[config.mk]
export PLATFORM = sky130hd
export DESIGN_NAME = core_pixel_pack
export DESIGN_NICKNAME = d
export VERILOG_FILES = /design/src/rtl/core_pixel_pack.sv
export SDC_FILE = /design/constraint.sdc
export NUM_CORES = 1
export LEC_CHECK = 0
export BUFFER_PORTS_ARGS = -buffer_cell sky130_fd_sc_hd__buf_2
export CAP_MARGIN = 40
export CORE_UTILIZATION = 35
export DETAILED_ROUTE_END_ITERATION = 7
export PLACE_DENSITY_LB_ADDON = 0.3
export SYNTH_ARGS = -nofsm -noshare
export SYNTH_HDL_FRONTEND = slang
export SYNTH_SLANG_ARGS = --single-unit
[constraint.sdc]
create_clock -name I_HCLK -period 4 [get_ports I_HCLK]
set_input_delay 0.6 -clock I_HCLK [delete_from_list [all_inputs] [get_ports I_HCLK]]
set_output_delay 0.6 -clock I_HCLK [all_outputs]
set_load 0.02 [all_outputs]
[src/rtl/core_pixel_pack.sv]
// core_pixel_pack: once a rotated tile is complete in the output buffer, reads it four bytes
// at a time and streams packed 32-bit words to the DMA master over valid/ready.
module core_pixel_pack #(
  parameter int TILE_BYTES = 192,
  parameter int ADDR_W     = 8,
  parameter int FIFO_DEPTH = 2
) (
  input  logic              I_HCLK,
  input  logic              I_HRESET_N,
  input  logic              I_START,
  input  logic              I_CLEAR,
  input  logic              I_TILE_READY,
  output logic              O_RD_EN,
  output logic [ADDR_W-1:0] O_RD_ADDR0,
  output logic [ADDR_W-1:0] O_RD_ADDR1,
  output logic [ADDR_W-1:0] O_RD_ADDR2,
  output logic [ADDR_W-1:0] O_RD_ADDR3,
  input  logic [7:0]        I_RD_DATA0,
  input  logic [7:0]        I_RD_DATA1,
  input  logic [7:0]        I_RD_DATA2,
  input  logic [7:0]        I_RD_DATA3,
  output logic [31:0]       O_WDATA,
  output logic              O_VALID,
  input  logic              I_READY,
  output logic [5:0]        O_WORD_CNT,
  output logic              O_BUSY,
  output logic              O_DONE
);

  localparam int WORDS = TILE_BYTES / 4;
  localparam int ISS_W = $clog2(WORDS + 1);
  localparam int PTR_W = (FIFO_DEPTH > 1) ? $clog2(FIFO_DEPTH) : 1;
  localparam int CNT_W = $clog2(FIFO_DEPTH + 1);

  typedef enum logic [2:0] {S_IDLE, S_WAIT, S_READ, S_DRAIN, S_DONE} state_t;

  state_t           state, state_nxt;
  logic [ISS_W-1:0] issued;
  logic             inflight;
  logic [CNT_W-1:0] fifo_count;
  logic [PTR_W-1:0] wr_ptr, rd_ptr;
  logic [31:0]      fifo_mem [FIFO_DEPTH];
  logic             rd_en, push, pop, fifo_empty, last_issue, enter_read;

  // A read is only issued when its returning word is guaranteed a FIFO slot.
  assign fifo_empty = (fifo_count == '0);
  assign push       = inflight;
  assign pop        = !fifo_empty && I_READY;
  assign rd_en      = (state == S_READ) && (issued < ISS_W'(WORDS)) &&
                      ((int'(fifo_count) + int'(inflight)) < FIFO_DEPTH);
  assign last_issue = rd_en && (issued == ISS_W'(WORDS - 1));
  assign enter_read = (state == S_WAIT) && I_TILE_READY && !I_CLEAR;

  assign O_RD_EN = rd_en;
  assign O_VALID = !fifo_empty;
  assign O_WDATA = fifo_empty ? 32'h0 : fifo_mem[rd_ptr];
  assign O_BUSY  = (state != S_IDLE);
  assign O_DONE  = (state == S_DONE);

  // NOTE: clocked blocks use <= so every register samples pre-edge values regardless of order.
  always_ff @(posedge I_HCLK or negedge I_HRESET_N) begin
    if (!I_HRESET_N) state <= S_IDLE;
    else             state <= state_nxt;
  end

  always_comb begin
    // NOTE: next state is defaulted first so no path through the case can infer a latch.
    state_nxt = state;
    case (state)
      S_IDLE:  if (I_START)      state_nxt = S_WAIT;
      S_WAIT:  if (I_TILE_READY) state_nxt = S_READ;
      S_READ:  if (last_issue)   state_nxt = S_DRAIN;
      S_DRAIN: if (fifo_empty && !inflight) state_nxt = S_DONE;
      S_DONE:  state_nxt = S_WAIT;
      default: state_nxt = S_IDLE;
    endcase
    if (I_CLEAR) state_nxt = S_IDLE;
  end

  // Issue counter, lane addresses, in-flight flag and accepted-word counter.
  always_ff @(posedge I_HCLK or negedge I_HRESET_N) begin
    if (!I_HRESET_N) begin
      issued     <= '0;
      inflight   <= 1'b0;
      O_RD_ADDR0 <= '0;
      O_RD_ADDR1 <= '0;
      O_RD_ADDR2 <= '0;
      O_RD_ADDR3 <= '0;
      O_WORD_CNT <= '0;
    end else if (I_CLEAR) begin
      issued     <= '0;
      inflight   <= 1'b0;
      O_RD_ADDR0 <= '0;
      O_RD_ADDR1 <= '0;
      O_RD_ADDR2 <= '0;
      O_RD_ADDR3 <= '0;
      O_WORD_CNT <= '0;
    end else begin
      inflight <= rd_en;
      if (enter_read) begin
        issued     <= '0;
        O_RD_ADDR0 <= ADDR_W'(0);
        O_RD_ADDR1 <= ADDR_W'(1);
        O_RD_ADDR2 <= ADDR_W'(2);
        O_RD_ADDR3 <= ADDR_W'(3);
        O_WORD_CNT <= '0;
      end else begin
        if (rd_en) begin
          issued     <= issued + 1'b1;
          O_RD_ADDR0 <= O_RD_ADDR0 + ADDR_W'(4);
          O_RD_ADDR1 <= O_RD_ADDR1 + ADDR_W'(4);
          O_RD_ADDR2 <= O_RD_ADDR2 + ADDR_W'(4);
          O_RD_ADDR3 <= O_RD_ADDR3 + ADDR_W'(4);
        end
        if (pop && (O_WORD_CNT != 6'(WORDS))) O_WORD_CNT <= O_WORD_CNT + 1'b1;
      end
    end
  end

  // FIFO bookkeeping; a simultaneous push and pop leaves the count unchanged.
  always_ff @(posedge I_HCLK or negedge I_HRESET_N) begin
    if (!I_HRESET_N) begin
      wr_ptr     <= '0;
      rd_ptr     <= '0;
      fifo_count <= '0;
    end else if (I_CLEAR) begin
      wr_ptr     <= '0;
      rd_ptr     <= '0;
      fifo_count <= '0;
    end else begin
      if (push) wr_ptr <= wr_ptr + 1'b1;
      if (pop)  rd_ptr <= rd_ptr + 1'b1;
      case ({push, pop})
        2'b10:   fifo_count <= fifo_count + 1'b1;
        2'b01:   fifo_count <= fifo_count - 1'b1;
        default: fifo_count <= fifo_count;
      endcase
    end
  end

  // NOTE: storage is not reset; fifo_count alone says which entries are live, and
  // O_WDATA is forced to zero while the FIFO is empty.
  always_ff @(posedge I_HCLK) begin
    if (push && !I_CLEAR) fifo_mem[wr_ptr] <= {I_RD_DATA3, I_RD_DATA2, I_RD_DATA1, I_RD_DATA0};
  end

endmodule

# Word level (Yosys, flattened, before mapping)
# Memory sizes are Yosys's and may differ from the RTL's.
# Cells that the tools add are included.
# W data, S select, Z words.
# classes
addsub	11
eq_ne	12
mux	34
reduce_logical	21
n_lt_le_gt_ge	2
# op_table
operator	n
$mux W8	12
$mux W6	6
$add A8 B3 Y8 const B	4
$mux W32	1
$mux W3	5
$pmux W3 S5	1
$add A6 B1 Y6 const B	2
$ne A3 B3 Y1 const B	4
$reduce_bool A3 Y1	4
$logic_and A1 B1 Y1	9
$mux W1	7
$eq A3 B2 Y1 const B	2
$eq A6 B6 Y1 const B	1
$lt A6 B6 Y1 const B	1
$ne A6 B6 Y1 const B	1
$pmux W2 S2	1
$reduce_and A4 Y1	1
$reduce_bool A2 Y1	2
$add A2 B1 Y3	1
$eq A3 B1 Y1 const B	1
$eq A3 B3 Y1 const B	1
$logic_not A1 Y1	3
$logic_not A3 Y1	1
$lt A3 B2 Y1 const B	1
other kinds (7)	8
# totals
ram_bits	64
inputBits	38
wordCells	92
register_bits	52
n_memories	1
# memory_table
name	words	width	rd	rd_clocked_by_memory_dff	wr	line_no	source
fifo_mem	2	32	1	0	1	42	logic [31:0] fifo_mem [FIFO_DEPTH];

# Logic depth before layout (Yosys ltp)
# Gate-level depths: netlist of run 1.
# depth
word_depth	7
depth_mapped	8
mapped_depth_nobuf	6

# Least setup slack after synthesis of run 1
# OpenSTA, ideal clock, no wires.
# synth_path
path_kind	input-to-reg
startpoint	input port I_CLEAR
endpoint	memory fifo_mem[0][0] (enable)
required_ps	3532
setup_ps	468
slack_ps	323
path_buffers	1
arrival_time_ps	3209
stages	2
path_cell_list	clkbuf_1 -> nor3b_1
# synth_via
elab_chain_cells	4
# synth_lines
element	line_no	source
from (decl)	11	input logic I_CLEAR,
$logic_not A1 Y1	144	if (push && !I_CLEAR) fifo_mem[wr_ptr] <= {I_RD_DATA3, I_RD_DATA2, I_RD_DATA1, I_RD_DATA0};
$logic_and A1 B1 Y1	144	
$mux W1	144	
$mux W1 (not written as such)	144	
to (decl)	42	
# No other way between the ends.

# Worst setup path after layout of run 1
# layout_path
startpoint	register state[1]
endpoint	output port O_RD_EN
# layout_via
elab_chain_cells	3
# layout_lines
element	line_no	source
from (decl)	37	state_t state, state_nxt;
from (signal assigned)	63	else state <= state_nxt;
$eq A3 B2 Y1	49	assign rd_en = (state == S_READ) && (issued < ISS_W'(WORDS)) &&
$logic_and A1 B1 Y1 (2 in a row)	49	
to (decl)	13	output logic O_RD_EN,
# No other way between the ends.

==> summary.md, run 1 <==
| Metric | Value |
|---|---|
| Ant diodes | 0 |
| Final Wtd Congestion | 0.761 |
| Clock Power Share | 31.0% |
| Clock Sinks | 109 |
| Worst-path clk slew | 70 ps |
| CP startpoint kind | register |
| Number of synthesized register bits | 109 |
| Combinational share of power | 19.4% |
| Top cell type's share of synthesized area | 40.3% |
| R2R cell count | 4 |
| Chip height | 119 µm |
| CTS tree | yes |
| Worst-Margin Slew | 661 ps |
| WL final | 9990 µm |
| Final critical-path required period | 3000 ps |
| Std cell rows | 42 |
| Fmax | 0.333 GHz |
| Worst Skew | 5.44 ps |
| R2r endpoint | O_RD_ADDR1[5]$_DFFE_PN0P_ |
| Via/cell ratio | 4.94 |
| Share of cells above drive strength 1 | 28.5% |
| Total of max-cap violations | 0 |
| Mapped Cells | 377 |
| Total CTS buffers | 9 |
| Yosys synthesis warning count | 0 |
| Post-CTS Resized | 0 |
| First-pass GRT wire length | 16200 µm |
| Clock Latency Late Sink | 350 ps |
| DP Cell Count | 642 |
| Reg2Reg Setup Slack | 1740 ps |
| Fin cells | 656 |
| Die Span X | 119 µm |
| H-tree levels | 3 |
| Flop pwr share | 49.7% |
| Post-route DRC | 0 |
| GR Overflow Total | 0 |
| Top delay family on crit path | simple AND/OR/NAND/NOR gates |
| Count of cell types in the netlist | 43 |
| Layout overhead on the synthesized area | 20.4% |
| Area of the core | 0.0132 mm² |
| Switching Share | 29.9% |
| Avg Cell Area, Syn | 12.7 µm² |
| Worst setup path start | state[1]$_DFFE_PN0P_ |
| Finish-stage setup viols | 0 |
| Sequential cell area | 0.00305 mm² |
| Max Buffers Root-to-Sink | 2 |
| Slowest cell on crit path | nand3_2 |
| Run status | complete, no violations |
| # IOs | 112 |
| Initial Utilization | 36.0% |
| Pin count of the biggest net entering global routing | 34 |
| Root Driver | clkbuf_16 |
| EDFF count, synth | 64 |
| DRT iter0 DRCs | 168 |
| Worst path max stage delay | 520 ps |
| P_int | 1.84 mW |
| DP Worst Slack | 1390 ps |
| HPWL Detailed | 6780 µm |
| Cell taking the most area after synthesis | edfxtp_1 |
| Fill cells | 1275 |
| Die area | 0.0141 mm² |
| Antenna-violating nets left | 0 |
| CP bufs+invs | 2 |
| Post-synth ARST share | 41.3% |
| Synth top area cells | edfxtp_1 40%, dfrtp_1 24%, mux2i_1 7.8% |
| Tot GR Track Use | 15.0% |
| Slack of the critical path | 998 ps |
| Most common cell in the synthesized netlist | edfxtp_1 |
| Critical path required time | 3400 ps |
| Crit end category | primary output |
| Final Cycle Share | 75.1% |
| Synth Flop Type | edfxtp_1 |
| Post-CTS Setup Inserts | 0 |
| Initial antenna violation count | 0 |
| Worst VDD drop | 0.000190 V |
| Sw Pwr | 0.783 mW |
| RSZ-0062 raised after global routing | no |
| Drt pass-1 iters | 4 |
| Type of the worst min-delay path | in -> async |
| Mapped Area | 0.00477 mm² |
| Top cells by count, synth | 64 x edfxtp_1, 60 x nor2_1, 45 x dfrtp_1 |
| Final core utilization | 43.4% |
| Critical Path AT | 2400 ps |
| Final hold viol count | 0 |
| Post-route setup TNS | 0 ps |
| Slew Viols, Final | 0 |
| Crit-path max FO | 31 |
| Critical path type | reg -> out |
| Total vias in the final route | 3239 |
| Vias in the first global route | 3191 |
| Cts hold-fix bufs | 0 |
| Port Buffer Count | 107 |
| WL per Instance | 15.2 µm |
| NumNets Final | 522 |
| CP Cell Sequence | nor3b_4 -> nand3_2 -> inv_2 -> buf_2 |
| Multi-input logic area | 0.00157 mm² |
| Slew HR | 55.9% |
| Reg2Reg Launch Point | state[1]$_DFFE_PN0P_ |
| PD cells | 456 mW/mm² |
| Post-synthesis sequential area ratio | 63.9% |
| Static Leak | 2.40 nW |
layer usage:
layer	GRT usage, %	share of wire, %	vias up
met3	5.50	7.1	10
met5	0	0	-
met2	23.7	46	105
li1	-	-	1552
met1	19.2	46	1572
met4	4.51	1.2	0
kinds of logic (layout without fill, tap and decap cells):
logic type	after synthesis	count (layout)	share of synthesized area, %
multiplexers	37	37	7.77
other	1	4	0.0786
buffers and inverters	33	133	3.62
flip-flops	109	109	63.9
AND/OR/NAND/NOR	139	139	15.1
XOR/XNOR	15	15	2.75
adder cells (fa/ha/maj)	7	7	1.84
AO/OA/AOI/OAI	36	36	4.91
area by class of cell:
cell class,count,share of cell area (%)
clock buffers,9,3.92
inverters,6,0.392
multi-input cells,238,27.3
flip-flops and latches,109,53.1
clock inverters,5,0.675
repair buffers,113,10.8
well taps,176,3.83
per-stage QoR:
step | cell area (µm²) | power [mW] | hold WS (ps)
2_1_floorplan | 4780 | 1.68 | 304
3_3_place_gp | 5420 | 1.82 | 526
3_5_place_dp | 5480 | 1.84 | 519
4_1_cts | 5740 | 2.66 | 287
5_1_grt | 5740 | 2.74 | 314
6_report | 5740 | 2.62 | 276
power groups by stage:
stage               combinational [mW]  sequential (mW)  clock, mW
finish                           0.507             1.30      0.812
detailed placement               0.516             1.33          0
global route                     0.556             1.31      0.872
global placement                 0.485             1.33          0
CTS                              0.517             1.30      0.843
floorplan                        0.380             1.30          0
placed cells by master, fill, tap and decap left out, types with 7 or more instances in the layout:
cell type / count
nand3_1: 10
edfxtp_1: 64
buf_2: 107
a21oi_1: 10
or4_1: 7
nand2_1: 18
ha_1: 7
o211ai_1: 7
nor2_1: 59
dfrtp_1: 44
clkbuf_16: 9
mux2i_1: 37
xor2_1: 9
o21ai_0: 8
nand4_1: 12
worst max path at each step:
stage | endpoint | slack, ps | cells after the start
after floorplan | fifo_mem[0][0]$_DFFE_PP_ | 320 | 2
after global placement | O_RD_EN | 1470 | 4
after detailed placement | O_RD_EN | 1390 | 4
after CTS | O_RD_EN | 970 | 4
after global routing | O_RD_EN | 730 | 4
final | O_RD_EN | 1000 | 4
registers in the layout (all words and copies together) (netlist names), 2 cells and up:
name / flops
O_RD_ADDR1: 6
O_RD_ADDR2: 6
state: 3
fifo_count: 2
O_RD_ADDR0: 6
fifo_mem: 64
issued: 6
O_RD_ADDR3: 7
O_WORD_CNT: 6
Note: power is estimated with default switching activity, not from simulation.
==> run 2, diff against run 1 <==
--- a/config.mk
+++ b/config.mk
@@ -5,6 +5,7 @@
 export SDC_FILE = /design/constraint.sdc
 export NUM_CORES = 1
 export LEC_CHECK = 0
+export ABC_AREA = 1
 export BUFFER_PORTS_ARGS = -buffer_cell sky130_fd_sc_hd__buf_2
 export CAP_MARGIN = 40
 export CORE_UTILIZATION = 35
==> constraint.sdc (replaced) <==
create_clock -name I_HCLK -period 2.88 [get_ports I_HCLK]
set_input_delay 0.432 -clock I_HCLK [delete_from_list [all_inputs] [get_ports I_HCLK]]
set_output_delay 0.432 -clock I_HCLK [all_outputs]
set_load 0.02 [all_outputs]
==> summary.md, run 2 <==
| Metric | Value |
|---|---|
| Chip height | 122 µm |
| Complex-gate fraction of the synthesized area | 6.16% |
| Critical path type | reg -> out |
| Most common cell in the synthesized netlist | nand2_1 |
| H-tree levels | 3 |
| Antenna-violating nets left | 0 |
| Cell taking the most area after synthesis | edfxtp_1 |
| Final Cycle Share | 78.9% |
| NumNets Final | 667 |
| First-pass GRT wire length | 17500 µm |
| Mux share of post-synthesis cell area | 0% |
| Largest family of logic cells by synthesized area | simple AND/OR/NAND/NOR gates |
| Std cell rows | 43 |
| Initial Utilization | 36.0% |
| Met2 GRT Util | 25.2% |
| Crit-path max FO | 20 |
| Post-Synth XOR/XNOR Area | 1.93% |
| Fin cells | 807 |
| Static Leak | 2.78 nW |
| Reg2Reg Launch Point | state[1]$_DFFE_PN0P_ |
| Slew Viols, Final | 0 |
| Adder-cell area share of the yosys netlist | 1.75% |
| Worst Skew | 5.60 ps |
| Tot GR Track Use | 15.3% |
| Top Registers | fifo_mem: 64 flops, O_RD_ADDR3: 7 flops |
| Final hold viol count | 0 |
| Die area | 0.0148 mm² |
| Slack of the critical path | 607 ps |
| Top cell type's share of synthesized area | 38.4% |
| Most common cell after layout, fill and taps aside | nand2_1 |
| EDFF count, synth | 64 |
| Port Buffer Count | 107 |
| Worst VDD drop | 0.000444 V |
| Vias in the first global route | 3608 |
| Final critical-path required period | 2270 ps |
| Final Wtd Congestion | 0.806 |
| Most frequent cells in the layout | 170 x nand2_1, 107 x buf_2, 64 x edfxtp_1 |
| Synth Flop Type | edfxtp_1 |
| Finish-stage setup viols | 0 |
| CTS tree | yes |
| Clock Sinks | 109 |
| # IOs | 112 |
| Mapped Cells | 517 |
| Pin count of the biggest net entering global routing | 37 |
| Root Driver | clkbuf_16 |
| WL per Instance | 13.1 µm |
| Post-DP Area | 0.00572 mm² |
| Count of cell types in the netlist | 29 |
| Finished Cell Area | 0.00603 mm² |
| Via/cell ratio | 4.67 |
| Worst setup path start | rd_ptr$_DFFE_PN0P_ |
| Avg Cell Area, Syn | 9.67 µm² |
| CP startpoint kind | register |
| Type of the worst min-delay path | in -> reg |
| Ant diodes | 0 |
| Top cells by count, synth | 170 x nand2_1, 64 x edfxtp_1, 45 x dfrtp_1 |
| Area of the core | 0.0139 mm² |
| Mapped Area | 0.00500 mm² |
| DP Cell Count | 790 |
| Total CTS buffers | 9 |
| Number of synthesized register bits | 109 |
| Post-CTS Resized | 0 |
| Reg2Reg Setup Slack | 1110 ps |
| Run status | complete, no violations |
| PD cells | 729 mW/mm² |
| Critical path required time | 2450 ps |
| Total power draw | 4.40 mW |
| Initial antenna violation count | 1 |
| Yosys synthesis warning count | 0 |
| Crit end category | primary output |
| Fmax | 0.440 GHz |
| Clock Latency Late Sink | 350 ps |
| R2R cell count | 7 |
| Max reg flops | 64 |
| Hold WS | 261 ps |
| Drt pass-1 iters | 5 |
| Post-synthesis sequential area ratio | 61.0% |
| Total of max-cap violations | 0 |
| Grt peak-use layer | met2 |
| Synth top area cells | edfxtp_1 38%, dfrtp_1 23%, nand2_1 13% |
| DP Worst Slack | 982 ps |
| R2r endpoint | O_RD_ADDR2[5]$_DFFE_PN0P_ |
| Post-route DRC | 0 |
| HPWL Detailed | 7240 µm |
| Post-synth ARST share | 41.3% |
| Met1 Resource Use GR | 18.6% |
| RSZ-0062 raised after global routing | no |
| Simple-gate share of the synthesized area | 23.1% |
| Layout overhead on the synthesized area | 20.7% |
| Post-route setup TNS | 0 ps |
| Largest Register | fifo_mem |
| Worst setup endpoint | O_WDATA[22] |
| Max Buffers Root-to-Sink | 2 |
| Die Span X | 122 µm |
| WL final | 10600 µm |
| Total vias in the final route | 3770 |
| Final core utilization | 43.5% |
| Met3 global-route usage | 5.78% |
| Share of cells above drive strength 1 | 23.4% |
| GR Overflow Total | 0 |
| DRT iter0 DRCs | 174 |
| Critical Path AT | 1840 ps |
| Worst-path clk slew | 80 ps |
[run 2: logic make-up (layout without fill, tap and decap cells)]
group                      Yosys count  after routing
AOI/OAI and AO/OA                   61             61
xor gates and xnor gates            11             11
adders and majority gates            7              7
buffers and inverters               62            169
DFF                                109            109
other                                1              4
and+or+nand+nor                    266            266
[run 2: power breakdown]
| group | switching, mW | internal (mW) |
|---|---|---|
| registers | 0.104 | 1.76 |
| clock network | 0.604 | 0.617 |
| logic | 0.940 | 0.368 |
[run 2: metal layers]
metal / part of all wire (%) / wire length [µm]
met5: 0.12 / 13
met2: 47 / 5010
met1: 44 / 4660
met4: 1.5 / 155
met3: 7.2 / 764
[run 2: final cells by class]
class                           instances  area (µm²)
Tap cell                              180         225
Inverter                               37         149
Timing Repair Buffer                  116         631
Multi-Input combinational cell        349        1680
Sequential cell                       109        3050
Clock buffer                            9         225
Clock inverter                          7        77.6
Fill cell                            1341        7850
[run 2: timing repair]
item | CTS | global route
hold endpoints to repair | 9 | 0
hold buffers | 1 | 0
setup buffers | 0 | 0
endpoints found under the setup margin | 0 | 0
[run 2: critical path, cell delays in order, from the launching register on]
cell and delay (ps):
dfrtp_1 380, inv_1 320, buf_4 330, nand2_1 80, a21oi_1 170, buf_2 200
[run 2: worst min-delay path by stage]
stage	slack (ps)	end	from	cells past startpoint
2_1_floorplan	140	O_RD_ADDR0[2]$_DFFE_PN0P_	I_HRESET_N	0
3_3_place_gp	490	issued[1]$_DFFE_PN0P_	issued[1]$_DFFE_PN0P_	2
3_5_place_dp	320	O_RD_ADDR3[0]$_DFFE_PN0P_	I_HRESET_N	1
4_1_cts	240	fifo_mem[0][3]$_DFFE_PP_	I_RD_DATA0[3]	1
5_1_grt	250	fifo_mem[1][18]$_DFFE_PP_	I_RD_DATA2[2]	1
6_report	260	fifo_mem[0][13]$_DFFE_PP_	I_RD_DATA1[5]	1
